## src/rtl/decode_unit_pkg.sv

```systemverilog
// decode_unit_pkg: op classes, RV32 opcode/funct constants, decoded bundle and the decode function.
package decode_unit_pkg;
    localparam int REG_BITS = 4;

    typedef enum logic [3:0] {
        OP_NOP, OP_LUI, OP_AUIPC, OP_JAL, OP_JALR, OP_BRANCH,
        OP_LOAD, OP_STORE, OP_OP_IMM, OP_OP, OP_SYSTEM
    } op_class_t;

    localparam logic [6:0] OPC_LUI      = 7'b0110111;
    localparam logic [6:0] OPC_AUIPC    = 7'b0010111;
    localparam logic [6:0] OPC_JAL      = 7'b1101111;
    localparam logic [6:0] OPC_JALR     = 7'b1100111;
    localparam logic [6:0] OPC_BRANCH   = 7'b1100011;
    localparam logic [6:0] OPC_LOAD     = 7'b0000011;
    localparam logic [6:0] OPC_STORE    = 7'b0100011;
    localparam logic [6:0] OPC_OP_IMM   = 7'b0010011;
    localparam logic [6:0] OPC_OP       = 7'b0110011;
    localparam logic [6:0] OPC_MISC_MEM = 7'b0001111;
    localparam logic [6:0] OPC_SYSTEM   = 7'b1110011;

    localparam logic [2:0] F3_ADD = 3'b000;
    localparam logic [2:0] F3_SLL = 3'b001;
    localparam logic [2:0] F3_SR  = 3'b101;
    localparam logic [2:0] F3_B   = 3'b000;
    localparam logic [2:0] F3_H   = 3'b001;
    localparam logic [2:0] F3_W   = 3'b010;
    localparam logic [2:0] F3_BU  = 3'b100;
    localparam logic [2:0] F3_HU  = 3'b101;

    localparam logic [6:0] F7_ZERO = 7'b0000000;
    localparam logic [6:0] F7_ALT  = 7'b0100000;
    localparam logic [31:0] ECALL  = 32'h0000_0073;
    localparam logic [31:0] EBREAK = 32'h0010_0073;

    typedef struct packed {
        op_class_t           op;
        logic [REG_BITS-1:0] rd;
        logic [REG_BITS-1:0] rs1;
        logic [REG_BITS-1:0] rs2;
        logic [2:0]          funct3;
        logic                alt;
        logic [31:0]         imm;
        logic                illegal;
        logic [31:0]         raw;
    } decoded_t;

    function automatic logic reg_bad(input logic [4:0] r);
        return |(r >> REG_BITS);
    endfunction

    function automatic decoded_t decode(input logic [31:0] i, input logic fence_nop);
        decoded_t d;
        logic [2:0] f3;
        logic [6:0] f7;
        logic use_rd, use_rs1, use_rs2, bad;
        f3 = i[14:12];
        f7 = i[31:25];
        d = '0;
        d.funct3 = f3;
        d.raw = i;
        use_rd = 1'b0;
        use_rs1 = 1'b0;
        use_rs2 = 1'b0;
        bad = 1'b0;
        case (i[6:0])
            OPC_LUI, OPC_AUIPC: begin
                d.op = i[5] ? OP_LUI : OP_AUIPC;
                use_rd = 1'b1;
                d.imm = {i[31:12], 12'b0};
            end
            OPC_JAL: begin
                d.op = OP_JAL;
                use_rd = 1'b1;
                d.imm = {{12{i[31]}}, i[19:12], i[20], i[30:21], 1'b0};
            end
            OPC_JALR, OPC_LOAD: begin
                d.op = i[2] ? OP_JALR : OP_LOAD;
                use_rd = 1'b1;
                use_rs1 = 1'b1;
                d.imm = {{20{i[31]}}, i[31:20]};
                bad = !i[2] && !(f3 inside {F3_B, F3_H, F3_W, F3_BU, F3_HU});
            end
            OPC_BRANCH: begin
                d.op = OP_BRANCH;
                use_rs1 = 1'b1;
                use_rs2 = 1'b1;
                d.imm = {{20{i[31]}}, i[7], i[30:25], i[11:8], 1'b0};
                bad = f3[2:1] == 2'b01;
            end
            OPC_STORE: begin
                d.op = OP_STORE;
                use_rs1 = 1'b1;
                use_rs2 = 1'b1;
                d.imm = {{20{i[31]}}, i[31:25], i[11:7]};
                bad = !(f3 inside {F3_B, F3_H, F3_W});
            end
            OPC_OP_IMM: begin
                d.op = OP_OP_IMM;
                use_rd = 1'b1;
                use_rs1 = 1'b1;
                d.imm = {{20{i[31]}}, i[31:20]};
                d.alt = f3 == F3_SR ? i[30] : 1'b0;
                bad = f3 == F3_SLL ? f7 != F7_ZERO :
                      f3 == F3_SR  ? f7 != F7_ZERO && f7 != F7_ALT : 1'b0;
            end
            OPC_OP: begin
                d.op = OP_OP;
                use_rd = 1'b1;
                use_rs1 = 1'b1;
                use_rs2 = 1'b1;
                d.alt = i[30];
                bad = !(f7 == F7_ZERO || (f7 == F7_ALT && (f3 == F3_ADD || f3 == F3_SR)));
            end
            OPC_MISC_MEM: bad = !fence_nop;
            OPC_SYSTEM: begin
                d.op = OP_SYSTEM;
                d.imm = {{20{i[31]}}, i[31:20]};
                bad = i != ECALL && i != EBREAK;
            end
            default: bad = 1'b1;
        endcase
        d.rd  = use_rd  ? i[REG_BITS+6:7]   : '0;
        d.rs1 = use_rs1 ? i[REG_BITS+14:15] : '0;
        d.rs2 = use_rs2 ? i[REG_BITS+19:20] : '0;
        d.illegal = bad || i[1:0] != 2'b11 || (use_rd && reg_bad(i[11:7])) ||
                    (use_rs1 && reg_bad(i[19:15])) || (use_rs2 && reg_bad(i[24:20]));
        return d;
    endfunction
endpackage

```

## src/rtl/decode_unit_if.sv

```systemverilog
// decode_unit_if: fetch-side word channel and execute-side decoded bundle channel.
interface decode_unit_if;
    import decode_unit_pkg::*;
    logic                in_valid;
    logic                in_ready;
    logic [31:0]         in_data;
    logic                out_valid;
    logic                out_ready;
    op_class_t           out_op;
    logic [REG_BITS-1:0] out_rd;
    logic [REG_BITS-1:0] out_rs1;
    logic [REG_BITS-1:0] out_rs2;
    logic [2:0]          out_funct3;
    logic                out_alt;
    logic [31:0]         out_imm;
    logic                out_illegal;
    logic [31:0]         out_raw;

    modport master (
        output in_valid, in_data, out_ready,
        input  in_ready, out_valid, out_op, out_rd, out_rs1, out_rs2,
               out_funct3, out_alt, out_imm, out_illegal, out_raw
    );
    modport slave (
        input  in_valid, in_data, out_ready,
        output in_ready, out_valid, out_op, out_rd, out_rs1, out_rs2,
               out_funct3, out_alt, out_imm, out_illegal, out_raw
    );
endinterface

```

## src/rtl/decode_unit_skid_buffer.sv

```systemverilog
// skid_buffer: 2-entry valid/ready buffer with registered in_ready and synchronous flush.
module skid_buffer #(
    parameter type T = logic [31:0]
) (
    input  logic clock,
    input  logic nreset,
    input  logic flush,
    input  logic in_valid,
    output logic in_ready,
    input  T     in_data,
    output logic out_valid,
    input  logic out_ready,
    output T     out_data
);
    typedef enum logic [1:0] {EMPTY, ONE, FULL} state_t;
    state_t state, state_next;
    T skid;
    logic in_fire, out_fire, load_main, load_skid, from_skid;

    assign in_ready  = state != FULL;
    assign out_valid = state != EMPTY;

    always_comb begin
        in_fire = in_valid && in_ready;
        out_fire = out_valid && out_ready;
        load_main = 1'b0;
        load_skid = 1'b0;
        from_skid = 1'b0;
        state_next = state;
        case (state)
            EMPTY: begin
                load_main = in_fire;
                state_next = in_fire ? ONE : EMPTY;
            end
            ONE: begin
                load_main = in_fire && out_fire;
                load_skid = in_fire && !out_fire;
                state_next = load_skid ? FULL : (out_fire && !in_fire) ? EMPTY : ONE;
            end
            FULL: begin
                load_main = out_fire;
                from_skid = out_fire;
                state_next = out_fire ? ONE : FULL;
            end
            default: state_next = EMPTY;
        endcase
        if (flush) state_next = EMPTY;
    end

    always_ff @(posedge clock or negedge nreset) begin
        if (!nreset) begin
            state <= EMPTY;
            out_data <= '0;
            skid <= '0;
        end else begin
            state <= state_next;
            if (load_main) out_data <= from_skid ? skid : in_data;
            if (load_skid) skid <= in_data;
        end
    end
endmodule

```

## src/rtl/decode_unit.sv

```systemverilog
// decode_unit: RV32E instruction decode registered into a 2-entry skid buffer toward execute.
module decode_unit
    import decode_unit_pkg::*;
#(
    parameter bit FENCE_AS_NOP = 1'b1
) (
    input logic          clock,
    input logic          nreset,
    input logic          flush,
    decode_unit_if.slave bus
);
    decoded_t d, q;

    assign d = decode(bus.in_data, FENCE_AS_NOP);

    skid_buffer #(.T(decoded_t)) u_skid (
        .clock     (clock),
        .nreset    (nreset),
        .flush     (flush),
        .in_valid  (bus.in_valid),
        .in_ready  (bus.in_ready),
        .in_data   (d),
        .out_valid (bus.out_valid),
        .out_ready (bus.out_ready),
        .out_data  (q)
    );

    assign bus.out_op      = q.op;
    assign bus.out_rd      = q.rd;
    assign bus.out_rs1     = q.rs1;
    assign bus.out_rs2     = q.rs2;
    assign bus.out_funct3  = q.funct3;
    assign bus.out_alt     = q.alt;
    assign bus.out_imm     = q.imm;
    assign bus.out_illegal = q.illegal;
    assign bus.out_raw     = q.raw;
endmodule

```

## src/flat_wrapper.sv

```systemverilog
// flat-port wrapper written by rule: the top's interface ports become plain ports
module decode_unit_flat import decode_unit_pkg::*;
#(
    parameter bit FENCE_AS_NOP = 1'b1
)
  (clock, nreset, flush, bus_in_valid, bus_in_data, bus_out_ready, bus_in_ready, bus_out_valid, bus_out_op, bus_out_rd, bus_out_rs1, bus_out_rs2, bus_out_funct3, bus_out_alt, bus_out_imm, bus_out_illegal, bus_out_raw);
  decode_unit_if bus_i ();
  input logic clock;
  input logic nreset;
  input logic flush;
  input wire logic [$bits(bus_i.in_valid)-1:0] bus_in_valid;
  input wire logic [$bits(bus_i.in_data)-1:0] bus_in_data;
  input wire logic [$bits(bus_i.out_ready)-1:0] bus_out_ready;
  output wire logic [$bits(bus_i.in_ready)-1:0] bus_in_ready;
  output wire logic [$bits(bus_i.out_valid)-1:0] bus_out_valid;
  output wire logic [$bits(bus_i.out_op)-1:0] bus_out_op;
  output wire logic [$bits(bus_i.out_rd)-1:0] bus_out_rd;
  output wire logic [$bits(bus_i.out_rs1)-1:0] bus_out_rs1;
  output wire logic [$bits(bus_i.out_rs2)-1:0] bus_out_rs2;
  output wire logic [$bits(bus_i.out_funct3)-1:0] bus_out_funct3;
  output wire logic [$bits(bus_i.out_alt)-1:0] bus_out_alt;
  output wire logic [$bits(bus_i.out_imm)-1:0] bus_out_imm;
  output wire logic [$bits(bus_i.out_illegal)-1:0] bus_out_illegal;
  output wire logic [$bits(bus_i.out_raw)-1:0] bus_out_raw;
  assign bus_i.in_valid = bus_in_valid;
  assign bus_i.in_data = bus_in_data;
  assign bus_i.out_ready = bus_out_ready;
  assign bus_in_ready = bus_i.in_ready;
  assign bus_out_valid = bus_i.out_valid;
  assign bus_out_op = bus_i.out_op;
  assign bus_out_rd = bus_i.out_rd;
  assign bus_out_rs1 = bus_i.out_rs1;
  assign bus_out_rs2 = bus_i.out_rs2;
  assign bus_out_funct3 = bus_i.out_funct3;
  assign bus_out_alt = bus_i.out_alt;
  assign bus_out_imm = bus_i.out_imm;
  assign bus_out_illegal = bus_i.out_illegal;
  assign bus_out_raw = bus_i.out_raw;
  decode_unit #(.FENCE_AS_NOP(FENCE_AS_NOP)) u_core (.clock(clock), .nreset(nreset), .flush(flush), .bus(bus_i));
endmodule
```

## config.mk

```make
export PLATFORM = sky130hd
export DESIGN_NAME = decode_unit_flat
export DESIGN_NICKNAME = d
export VERILOG_FILES = /design/src/rtl/decode_unit_pkg.sv /design/src/rtl/decode_unit_if.sv /design/src/rtl/decode_unit_skid_buffer.sv /design/src/rtl/decode_unit.sv /design/src/flat_wrapper.sv
export SDC_FILE = /design/constraint.sdc
export NUM_CORES = 1
export LEC_CHECK = 0
export CORE_ASPECT_RATIO = 0.8
export CORE_MARGIN = 2
export CORE_UTILIZATION = 50
export DETAILED_ROUTE_END_ITERATION = 8
export PLACE_DENSITY = 0.75
export SLEW_MARGIN = 10
export SYNTH_ARGS = -nofsm -noshare
export SYNTH_HDL_FRONTEND = slang
export SYNTH_HIERARCHICAL = 1
export SYNTH_SLANG_ARGS = --single-unit
```

## constraint.sdc

```tcl
create_clock -name clock -period 4.8 [get_ports clock]
set_input_delay 0.72 -clock clock [delete_from_list [all_inputs] [get_ports clock]]
set_output_delay 0.72 -clock clock [all_outputs]
set_load 0.05 [all_outputs]
```

==> results of run 1 <==
[per-layer routing]
layer  routed length, um  track usage  part of all wire  vias to the layer above
met5                   0            0                 0                        -
met4                 365       0.0741             0.014                        0
met3                1780       0.0626             0.069                       31
met2               11600        0.402              0.45                      264
met1               12200        0.401              0.47                     3706
li1                    -            -                 -                     3111
[per-stage QoR]
stage / hold WS [ns] / instance area [sq um] / cells / utilization
detailed placement: 0.472 / 10300 / 1039 / 0.588
CTS: 0.431 / 10900 / 1071 / 0.621
floorplan: 0.424 / 9050 / 759 / -
finish: 0.375 / 10900 / 1071 / 0.621
global placement: 0.464 / 10300 / 1039 / 0.588
global route: 0.445 / 10900 / 1071 / 0.621
[flip-flops by register name (all words and copies together) (netlist names)]
signal,cells
u_core/u_skid/out_data,85
u_core/u_skid/skid,85
u_core/u_skid/state,2
[worst paths after layout]
path	to	from	slack (ns)
min reg2reg	u_core/u_skid/skid[20]	u_core/u_skid/skid[20]	0.48
min	u_core/u_skid/skid[10]	nreset	0.37
max	bus_in_ready	u_core/u_skid/state[1]	1.39
max in group asynchronous	u_core/u_skid/skid[58]	nreset	3.51
max reg2reg	u_core/u_skid/skid[33]	u_core/u_skid/state[0]	1.77
min in group clock	u_core/u_skid/skid[20]	u_core/u_skid/skid[20]	0.48
[layout make-up]
type	instances	area share
Clock inverter	11	0.0101
Tap cell	225	0.0258
Clock buffer	21	0.0432
Timing Repair Buffer	132	0.122
Sequential cell	172	0.395
Multi-Input combinational cell	505	0.402
Inverter	5	0.00172
[worst max-delay path, cell delays in order, from the launching register on]
cell	delay, ns
sky130_fd_sc_hd__dfrtp_1	0.46
sky130_fd_sc_hd__nand2b_4	0.81
sky130_fd_sc_hd__clkdlybuf4s50_1	0.97
[layout by cell type, fill, tap and decap left out, types with 2 or more instances in the layout]
master                            count
sky130_fd_sc_hd__o221a_2             13
sky130_fd_sc_hd__nor2_1              11
sky130_fd_sc_hd__a21o_1              12
sky130_fd_sc_hd__nand3_1              6
sky130_fd_sc_hd__a22o_1               4
sky130_fd_sc_hd__or2b_1              14
sky130_fd_sc_hd__buf_4                6
sky130_fd_sc_hd__nand2b_1            71
sky130_fd_sc_hd__mux2_1              85
sky130_fd_sc_hd__nand2_1             31
sky130_fd_sc_hd__xor2_1               2
sky130_fd_sc_hd__clkinv_2             2
sky130_fd_sc_hd__inv_1                5
sky130_fd_sc_hd__a21oi_1             13
sky130_fd_sc_hd__clkbuf_16           17
sky130_fd_sc_hd__clkbuf_8             3
sky130_fd_sc_hd__clkdlybuf4s50_1    121
sky130_fd_sc_hd__clkinvlp_4           2
sky130_fd_sc_hd__o22ai_1              4
sky130_fd_sc_hd__nor2b_1              3
sky130_fd_sc_hd__nor4_1               3
sky130_fd_sc_hd__buf_12               3
sky130_fd_sc_hd__clkinv_4             3
sky130_fd_sc_hd__and2_1              21
sky130_fd_sc_hd__o32a_1              85
sky130_fd_sc_hd__a21o_2               2
sky130_fd_sc_hd__or2_2                2
sky130_fd_sc_hd__nand4_1              3
sky130_fd_sc_hd__inv_6                2
sky130_fd_sc_hd__o21ai_0              5
sky130_fd_sc_hd__dfrtp_1            171
sky130_fd_sc_hd__nor3_1               6
sky130_fd_sc_hd__and2b_2              3
sky130_fd_sc_hd__o221a_1             72
sky130_fd_sc_hd__and3_1               3
[where the power goes]
group	total [W]	internal, W	leakage (nW)	switching (W)
clock	0.00137	0.000764	0.282	0.000606
combinational	0.00139	0.000552	2.22	0.000838
sequential	0.00184	0.00170	2.15	0.000143
total	0.00460	0.00301	4.65	0.00159
[kinds of logic after synthesis]
logic type	Yosys count
xor gates and xnor gates	2
adders and majority gates	1
muxes	86
buffers and inverters	82
DFF	172
AOI/OAI and AO/OA	225
and+or+nand+nor	191
==> run_results.csv, run 1 <==
group,metric,value,unit
die,num_rows,43,
clock_tree,cts.htree.levels,4,
setup_path,worst_ep_required_time,4.08,ns
layout,multi_input_comb_area,4380,sq um
logic_synthesis,yosys.area.top_type,"sky130_fd_sc_hd__dfrtp_1",
clock_tree,clock_tree.root_cell,"sky130_fd_sc_hd__clkbuf_16",
clock_tree,clock_latency_at_the_later_pin_of_the_worst_skew_pair,0.44,ns
grt,antenna_found_initial,0,
sta,unrepaired_setup_endpoints_after_global_routing,"false",
setup_path,setup.worst_path.class,"reg2out",
setup_path,cp.arrival,2.69,ns
setup_path,r2r.worst_path.cells,7,
die,core_area,17500,sq um
outcome,outcome,"finished, final reports clean",
layout,antennaDiodeCount,0,
grt,grt_max_degree,101,
grt,grt_first_pass_wirelength,40900,um
logic_synthesis,ys_types,59,
pwr,totalPowerFinal,0.00460,W
logic_synthesis,ys_warn_count,6,
clock_tree,tritoncts_clock_tree,"done",
job,cap_violations,0,
logic_synthesis,yosysTopAreaCellShare,0.475,
logic_synthesis,synth.area.top_cells,"sky130_fd_sc_hd__dfrtp_1, sky130_fd_sc_hd__mux2_1, sky130_fd_sc_hd__o32a_1",
logic_synthesis,asyncSetResetFlopFracSynth,1.00,
layout,layout.area.seq,4310,sq um
die,initial_core_util,0.516,
sta,tns,0,ns
logic_synthesis,synth.most_common_cell,"sky130_fd_sc_hd__dfrtp_1",
logic_synthesis,postSynthCellCount,759,
clock_tree,cts_post_setup_buffers_inserted,0,
logic_synthesis,synth_ff_type,"sky130_fd_sc_hd__dfrtp_1",
clock_tree,cts_hold_buffers,0,
logic_synthesis,net_count_of_the_mapped_netlist,797,
setup_path,crit_path_max_fanout,88,
layout,fillerInstances,1377,
clock_tree,clk_pin_slew_worst_paths,0.07,ns
grt,grt_pass1_vias,7195,
logic_synthesis,synth-xor-area-share,0.00194,
logic_synthesis,syn-cell-area,9050,sq um
detailed_routing,wirelength,25900,um
worst_hold_path,worst_hold_path_type,"in2async",
setup_path,endpoint_kind,"primary output",
sta,fin_crit_sh,0.711,
logic_synthesis,synth_top_family_by_area,"compound AO/OA/AOI/OAI gates",
die,top_level_ports,124,
detailed_routing,via_per_inst,6.64,
logic_synthesis,yosys.area_share.simple,0.125,
sta,maxSlewHeadroom,0.271,
die,chipWidth,154,um
detailed_routing,detail_route.wl_per_cell,24.2,um
layout,final_nets,871,
sta,tightestPinTransition,1.09,ns
logic_synthesis,synthMuxAreaShare,0.107,
logic_synthesis,number_of_flops_mapped_to_enable_cells_by_yosys,0,
pwr,cellPowerDensity,422,nW/um^2
setup_path,critPathLaunchType,"flip-flop",
die,design.die.area,19200,sq um
detailed_routing,drt_pre_antenna_iters,8,
layout,syn2layout_area_growth,20.4,%
placement,io_buffer_count,123,
logic_synthesis,synth.top_cells.by_count,"sky130_fd_sc_hd__dfrtp_1, sky130_fd_sc_hd__mux2_1, sky130_fd_sc_hd__o32a_1",
clock_tree,post_cts_resize_count,0,
logic_synthesis,ff_latch_count_synth,172,
placement,place.gp.congestion,0.932,
detailed_routing,ant_nets_after_route,0,
logic_synthesis,synth_compound_area_frac,0.245,
die,dieHeight,124,um
pwr,vdd_ir_drop_max,0.212,mV
sta,finalWorstPathRequiredPeriod,3.41,ns
sta,finalWorstSetupSlack,1.39,ns
detailed_routing,drt_iter0_drc,740,
logic_synthesis,synth_fa_ha_area_frac,0.00138,
clock_tree,clk_path_buf_depth,2,
logic_synthesis,yosysSeqAreaShare,0.475,
logic_synthesis,syn-mean-instance-area,11.9,sq um
placement,pre_cts_slack,1.13,ns
pwr,leakage_power_summed_over_all_cells,4.65,nW
clock_tree,cts.sinks,172,
detailed_routing,drc_errors,0,
layout,final_layout_size_suffix_gt1_frac,0.0898,
clock_tree,cts_buffers,17,
sta,hold_viol,0,
grt,globalRouteOverflowTotal,0,
grt,groute.usage.overall,0.271,
sta,finalMaxSlewViolations,0,
sta,finalClockSkew,0.0111,ns
sta,timing.final.setup_violations,0,
placement,post-dp-hpwl,15800,um
detailed_routing,detailroute.via_count,7112,
sta,max_freq,293,MHz
Note: power is estimated with default switching activity, not from simulation.
==> inputs of run 2 (changes only) <==
--- a/config.mk
+++ b/config.mk
@@ -9,7 +9,7 @@
 export CORE_MARGIN = 2
 export CORE_UTILIZATION = 50
 export DETAILED_ROUTE_END_ITERATION = 8
-export PLACE_DENSITY = 0.75
+export PLACE_DENSITY = 0.78
 export SLEW_MARGIN = 10
 export SYNTH_ARGS = -nofsm -noshare
 export SYNTH_HDL_FRONTEND = slang
==> constraint.sdc (replaced) <==
create_clock -name clock -period 2.8 [get_ports clock]
set_input_delay 0.42 -clock clock [delete_from_list [all_inputs] [get_ports clock]]
set_output_delay 0.42 -clock clock [all_outputs]
set_load 0.05 [all_outputs]
==> run 2 against run 1 <==
Effect of this change: clock power is 88% higher; die area stayed put; non-clock buffer count is 49 higher; via count is 3.1% higher; register-to-register slack worse by 1.0 ns; routed wire length is 3.6% higher; first-iteration DRC count is 5.8% higher; sequential cell count stayed put; global-route usage is 1.4 points higher; critical path depth is 7 higher; sequential power is 72% higher; critical path type is now in2reg; critical endpoint is now u_core/u_skid/out_data[32].
==> run_results.csv, run 2 (synthesized netlist as in run 1, its figures left out) <==
group,metric,value,unit
sta,finalMaxSlewViolations,0,
sta,tns,0,ns
layout,layout.cell_area.non_filler,11400,sq um
detailed_routing,wirelength,26800,um
placement,pre_cts_slack,0.00546,ns
sta,finalClockSkew,0.00588,ns
layout,final_cell_mix,"sky130_fd_sc_hd__dfrtp_1, sky130_fd_sc_hd__clkdlybuf4s50_1, sky130_fd_sc_hd__o32a_1, sky130_fd_sc_hd__mux2_1, sky130_fd_sc_hd__o221a_1",
grt,groute.usage.overall,0.285,
clock_tree,clock_latency_at_the_later_pin_of_the_worst_skew_pair,0.42,ns
clock_tree,cts.htree.levels,4,
placement,io_buffer_count,123,
pwr,cellPowerDensity,719,nW/um^2
sta,fin_hold_ws,0.482,ns
clock_tree,post_cts_resize_count,0,
grt,antenna_found_initial,1,
setup_path,cp.arrival,2.72,ns
clock_tree,clock_tree.root_cell,"sky130_fd_sc_hd__clkbuf_16",
clock_tree,cts_buffers,17,
die,initial_core_util,0.516,
detailed_routing,detailroute.via_count,7335,
sta,unrepaired_setup_endpoints_after_global_routing,"false",
sta,timing.final.setup_violations,0,
sta,finalWorstSetupSlack,0.386,ns
layout,leading_cell_type_in_the_layout_fill_and_taps_excluded,"sky130_fd_sc_hd__dfrtp_1",
layout,final_nets,920,
die,num_rows,43,
setup_path,critPathLaunchType,"primary input",
grt,grt_first_pass_wirelength,43300,um
clock_tree,cts_hold_buffers,1,
pwr,totalPowerFinal,0.00821,W
die,dieHeight,124,um
detailed_routing,ant_nets_after_route,0,
layout,fillerInstances,1288,
layout,final_layout_size_suffix_gt1_frac,0.135,
placement,post-dp-hpwl,17000,um
sta,finalWorstPathRequiredPeriod,2.41,ns
sta,tightestPinTransition,1.05,ns
pwr,vdd_ir_drop_max,0.388,mV
die,design.die.area,19200,sq um
placement,place.gp.congestion,0.856,
layout,syn2layout_area_growth,26.3,%
placement,post_dp_cell_area,10800,sq um
clock_tree,cts.sinks,172,
clock_tree,clk_pin_slew_worst_paths,0.06,ns
layout,reg_top3,"u_core/u_skid/out_data x85, u_core/u_skid/skid x85, u_core/u_skid/state x2",
grt,grt_pass1_vias,7582,
detailed_routing,drc_errors,0,
sta,maxSlewHeadroom,0.298,
clock_tree,cts_post_setup_buffers_inserted,0,
setup_path,crit_path_max_fanout,2,
die,core_area,17500,sq um
setup_path,worst_ep_required_time,3.11,ns
grt,grt_max_degree,87,
setup_path,endpoint_kind,"flip-flop",
detailed_routing,drt_iter0_drc,783,
setup_path,setup.worst_path.class,"in2reg",
sta,fin_crit_sh,0.862,
sta,hold_viol,0,
die,chipWidth,154,um
detailed_routing,via_per_inst,6.55,
detailed_routing,detail_route.wl_per_cell,24.0,um
detailed_routing,drt_pre_antenna_iters,5,
sta,max_freq,414,MHz
die,top_level_ports,124,
pwr,leakage_power_summed_over_all_cells,4.94,nW
clock_tree,tritoncts_clock_tree,"done",
job,cap_violations,0,
clock_tree,clk_path_buf_depth,2,
outcome,outcome,"finished, final reports clean",
worst_hold_path,worst_hold_path_type,"reg2reg",
grt,globalRouteOverflowTotal,0,
==> run 2: cell count changes in the layout (fill, tap and decap cells not counted), sizes merged, moves of 2 or more <==
cell    previous run  this run
buf               11        60
bufinv             1         5
clkinv             5         2
inv                8         6
==> run 2: final timing paths <==
kind | from | cells past startpoint | slack (ns) | to
min | u_core/u_skid/skid[6] | 1 | 0.48 | u_core/u_skid/skid[6]
max | bus_in_data[19] | 9 | 0.39 | u_core/u_skid/out_data[32]
max reg2reg | u_core/u_skid/state[0] | 6 | 0.77 | u_core/u_skid/skid[21]
min reg2reg | u_core/u_skid/skid[6] | 1 | 0.48 | u_core/u_skid/skid[6]
min in group asynchronous | nreset | 2 | 0.55 | u_core/u_skid/skid[0]
max in group asynchronous | nreset | 3 | 1.49 | u_core/u_skid/out_data[67]
==> run 2: routing by layer <==
| metal | part of all wire | GRT usage | wire length (um) |
|---|---|---|---|
| met2 | 0.46 | 0.419 | 12300 |
| met4 | 0.012 | 0.0768 | 326 |
| met1 | 0.45 | 0.416 | 12000 |
| met3 | 0.081 | 0.0786 | 2180 |
| met5 | 0 | 0 | 0 |
==> run 2: per-stage QoR <==
step | utilization | std cells
2_1_floorplan | - | 759
3_3_place_gp | 0.615 | 1087
3_5_place_dp | 0.615 | 1087
4_1_cts | 0.652 | 1119
5_1_grt | 0.652 | 1120
6_report | 0.652 | 1120
==> run 2: final cells by class <==
class / instances / area [sq um] / area share
diodes: 1 / 2.50 / 0.000219
flip-flops and latches: 172 / 4310 / 0.377
clock inverters: 10 / 190 / 0.0166
multi-input cells: 505 / 4380 / 0.383
well taps: 225 / 282 / 0.0246
clock buffers: 21 / 440 / 0.0385
repair buffers: 181 / 1810 / 0.159
inverters: 5 / 18.8 / 0.00164
==> run 2: report_power, final <==
| part | total [W] | switching [W] | internal [W] |
|---|---|---|---|
| clock network | 0.00258 | 0.000998 | 0.00159 |
| registers | 0.00317 | 0.000263 | 0.00291 |
| logic | 0.00246 | 0.00146 | 0.00100 |
==> run 2: worst max-delay path, stage by stage <==
cell                              delay (ns)
sky130_fd_sc_hd__clkdlybuf4s50_1        0.45
sky130_fd_sc_hd__nor4_1                 0.36
sky130_fd_sc_hd__buf_4                  0.18
sky130_fd_sc_hd__nand3_1                0.10
sky130_fd_sc_hd__o41ai_2                0.42
sky130_fd_sc_hd__a311o_1                0.24
sky130_fd_sc_hd__nand3_1                0.09
sky130_fd_sc_hd__o32a_1                 0.35
sky130_fd_sc_hd__o221a_2                0.12
==> inputs of run 3 (changes only) <==
--- a/config.mk
+++ b/config.mk
@@ -7,9 +7,9 @@
 export LEC_CHECK = 0
 export CORE_ASPECT_RATIO = 0.8
 export CORE_MARGIN = 2
-export CORE_UTILIZATION = 50
+export CORE_UTILIZATION = 25
 export DETAILED_ROUTE_END_ITERATION = 8
-export PLACE_DENSITY = 0.78
+export PLACE_DENSITY = 0.45
 export SLEW_MARGIN = 10
 export SYNTH_ARGS = -nofsm -noshare
 export SYNTH_HDL_FRONTEND = slang
==> run 3 against run 2 <==
Effect of this change: count of clock-buffer cells in the layout down 2; maximum frequency down 7.6%; sequential cell count unchanged; largest cell class unchanged; largest power group unchanged; highest routed layer is now met5.
==> run_results.csv, run 3 (synthesized netlist as in run 1, its figures left out) <==
group,metric,value,unit
outcome,outcome,"finished, final reports clean",
detailed_routing,detail_route.wl_per_cell,22.4,um
placement,pre_cts_slack,-0.140,ns
setup_path,r2r_end,"u_core/u_skid/skid[69]",
setup_path,crit_path_max_fanout,2,
pwr,netSwitchingFraction,0.348,
die,top_level_ports,124,
setup_path,setup.worst_path.class,"in2reg",
pwr,vdd_ir_drop_max,0.340,mV
layout,leading_cell_type_in_the_layout_fill_and_taps_excluded,"sky130_fd_sc_hd__dfrtp_1",
placement,place.gp.congestion,0.852,
sta,tightestPinTransition,0.677,ns
die,design.die.area,37800,sq um
job,cap_violations,0,
placement,post-dp-hpwl,19700,um
sta,unrepaired_setup_endpoints_after_global_routing,"false",
sta,fin_crit_sh,0.933,
layout,final_cell_mix,"sky130_fd_sc_hd__dfrtp_1, sky130_fd_sc_hd__clkdlybuf4s50_1, sky130_fd_sc_hd__o32a_1, sky130_fd_sc_hd__mux2_1, sky130_fd_sc_hd__o221a_1",
pwr,comb_power_share,0.301,
pwr,power_frac_clock,0.317,
pwr,cellPowerDensity,698,nW/um^2
layout,syn2layout_area_growth,31.1,%
grt,grt_pass1_vias,7369,
sta,finalClockSkew,0.0101,ns
pwr,switchingPower,0.00288,W
detailed_routing,drc_errors,0,
sta,tns,0,ns
pwr,leakage_power_summed_over_all_cells,5.01,nW
detailed_routing,detailroute.via_count,7054,
placement,io_buffer_count,123,
grt,antenna_found_initial,1,
grt,grt_max_degree,86,
setup_path,cp.arrival,2.94,ns
clock_tree,tritoncts_clock_tree,"done",
die,dieHeight,174,um
sta,maxSlewHeadroom,0.549,
layout,layout.cell_area.non_filler,11900,sq um
placement,post_dp_cell_area,11200,sq um
clock_tree,cts_buffers,17,
grt,groute.usage.overall,0.169,
die,chipWidth,217,um
grt,grt_first_pass_wirelength,48500,um
sta,hold_viol,0,
clock_tree,clock_latency_at_the_later_pin_of_the_worst_skew_pair,0.44,ns
detailed_routing,wirelength,31100,um
grt,globalRouteOverflowTotal,0,
sta,finalWorstPathRequiredPeriod,2.61,ns
detailed_routing,via_per_inst,5.10,
setup_path,endpoint_kind,"flip-flop",
detailed_routing,drt_iter0_drc,440,
worst_hold_path,worst_hold_path_type,"in2async",
clock_tree,clk_path_buf_depth,2,
layout,reg_top3,"u_core/u_skid/out_data x85, u_core/u_skid/skid x85, u_core/u_skid/state x2",
die,num_rows,62,
clock_tree,clock_tree.root_cell,"sky130_fd_sc_hd__clkbuf_16",
layout,final_nets,928,
sta,max_freq,383,MHz
clock_tree,clk_pin_slew_worst_paths,0.08,ns
clock_tree,cts.sinks,172,
setup_path,rrSetupSlack,0.83,ns
pwr,totalPowerFinal,0.00828,W
detailed_routing,ant_nets_after_route,0,
die,initial_core_util,0.253,
setup_path,r2r.worst_path.cells,6,
layout,final_layout_size_suffix_gt1_frac,0.150,
clock_tree,post_cts_resize_count,0,
detailed_routing,drt_pre_antenna_iters,5,
sta,timing.final.setup_violations,0,
setup_path,worst_ep_required_time,3.13,ns
die,core_area,35800,sq um
layout,fillerInstances,3639,
sta,finalWorstSetupSlack,0.188,ns
clock_tree,cts.htree.levels,4,
pwr,power.sequential.fraction,0.382,
setup_path,r2r_start,"u_core/u_skid/state[1]",
sta,finalMaxSlewViolations,0,
pwr,internal-power,0.00540,W
setup_path,critPathLaunchType,"primary input",
==> run 3: what timing repair did <==
action | in CTS | in global routing
hold buffers | 1 | 0
endpoints found under the hold margin | 21 | 0
setup buffers | 0 | 0
==> run 3: metal layers <==
metal	up-vias	part of all wire	GRT usage
met3	19	0.049	0.0418
met2	162	0.43	0.249
met4	2	0.010	0.0388
met1	3647	0.51	0.248
li1	3224	-	-
met5	-	0.00023	0
==> run 3: layout make-up <==
| type | instances | area (sq um) | area share |
|---|---|---|---|
| Antenna cell | 1 | 2.50 | 0.000211 |
| Clock buffer | 19 | 453 | 0.0382 |
| Clock inverter | 13 | 180 | 0.0152 |
| Inverter | 5 | 18.8 | 0.00158 |
| Multi-Input combinational cell | 505 | 4390 | 0.370 |
| Sequential cell | 172 | 4310 | 0.363 |
| Tap cell | 480 | 601 | 0.0506 |
| Timing Repair Buffer | 189 | 1920 | 0.162 |
==> run 3: critical path: stages <==
cell,delay (ns)
sky130_fd_sc_hd__clkdlybuf4s50_1,0.57
sky130_fd_sc_hd__nor4_1,0.40
sky130_fd_sc_hd__nand3_1,0.17
sky130_fd_sc_hd__o41ai_2,0.51
sky130_fd_sc_hd__a311o_1,0.25
sky130_fd_sc_hd__nand3_1,0.13
sky130_fd_sc_hd__o32a_1,0.36
sky130_fd_sc_hd__o221a_2,0.12
==> run 3: power groups by stage <==
stage / registers [W] / logic, W / clock network [W]
final: 0.00316 / 0.00249 / 0.00263
after detailed placement: 0.00321 / 0.00250 / 0
after CTS: 0.00317 / 0.00252 / 0.00271
after floorplan: 0.00385 / 0.000888 / 0
after global routing: 0.00322 / 0.00265 / 0.00281
after global placement: 0.00321 / 0.00250 / 0
==> run 3: how the worst max path moves through the flow <==
| stage | from | end | slack (ns) | cells after the start |
|---|---|---|---|---|
| floorplan | u_core/u_skid/state[0] | u_core/u_skid/skid[39] | 0.44 | 10 |
| global placement | bus_in_data[30] | u_core/u_skid/out_data[32] | -0.16 | 8 |
| detailed placement | bus_in_data[30] | u_core/u_skid/out_data[32] | -0.14 | 8 |
| CTS | bus_in_data[30] | u_core/u_skid/out_data[32] | 0.32 | 8 |
| global route | bus_in_data[30] | u_core/u_skid/out_data[32] | 0.11 | 8 |
| finish | bus_in_data[30] | u_core/u_skid/out_data[32] | 0.19 | 8 |
==> run 3: per-stage QoR <==
step                      hold WS, ns   util  std cells
after floorplan                 0.124      -        759
after global placement          0.309  0.314       1350
after detailed placement        0.307  0.314       1350
after CTS                       0.415  0.332       1383
after global routing            0.454  0.332       1383
final                           0.420  0.332       1384
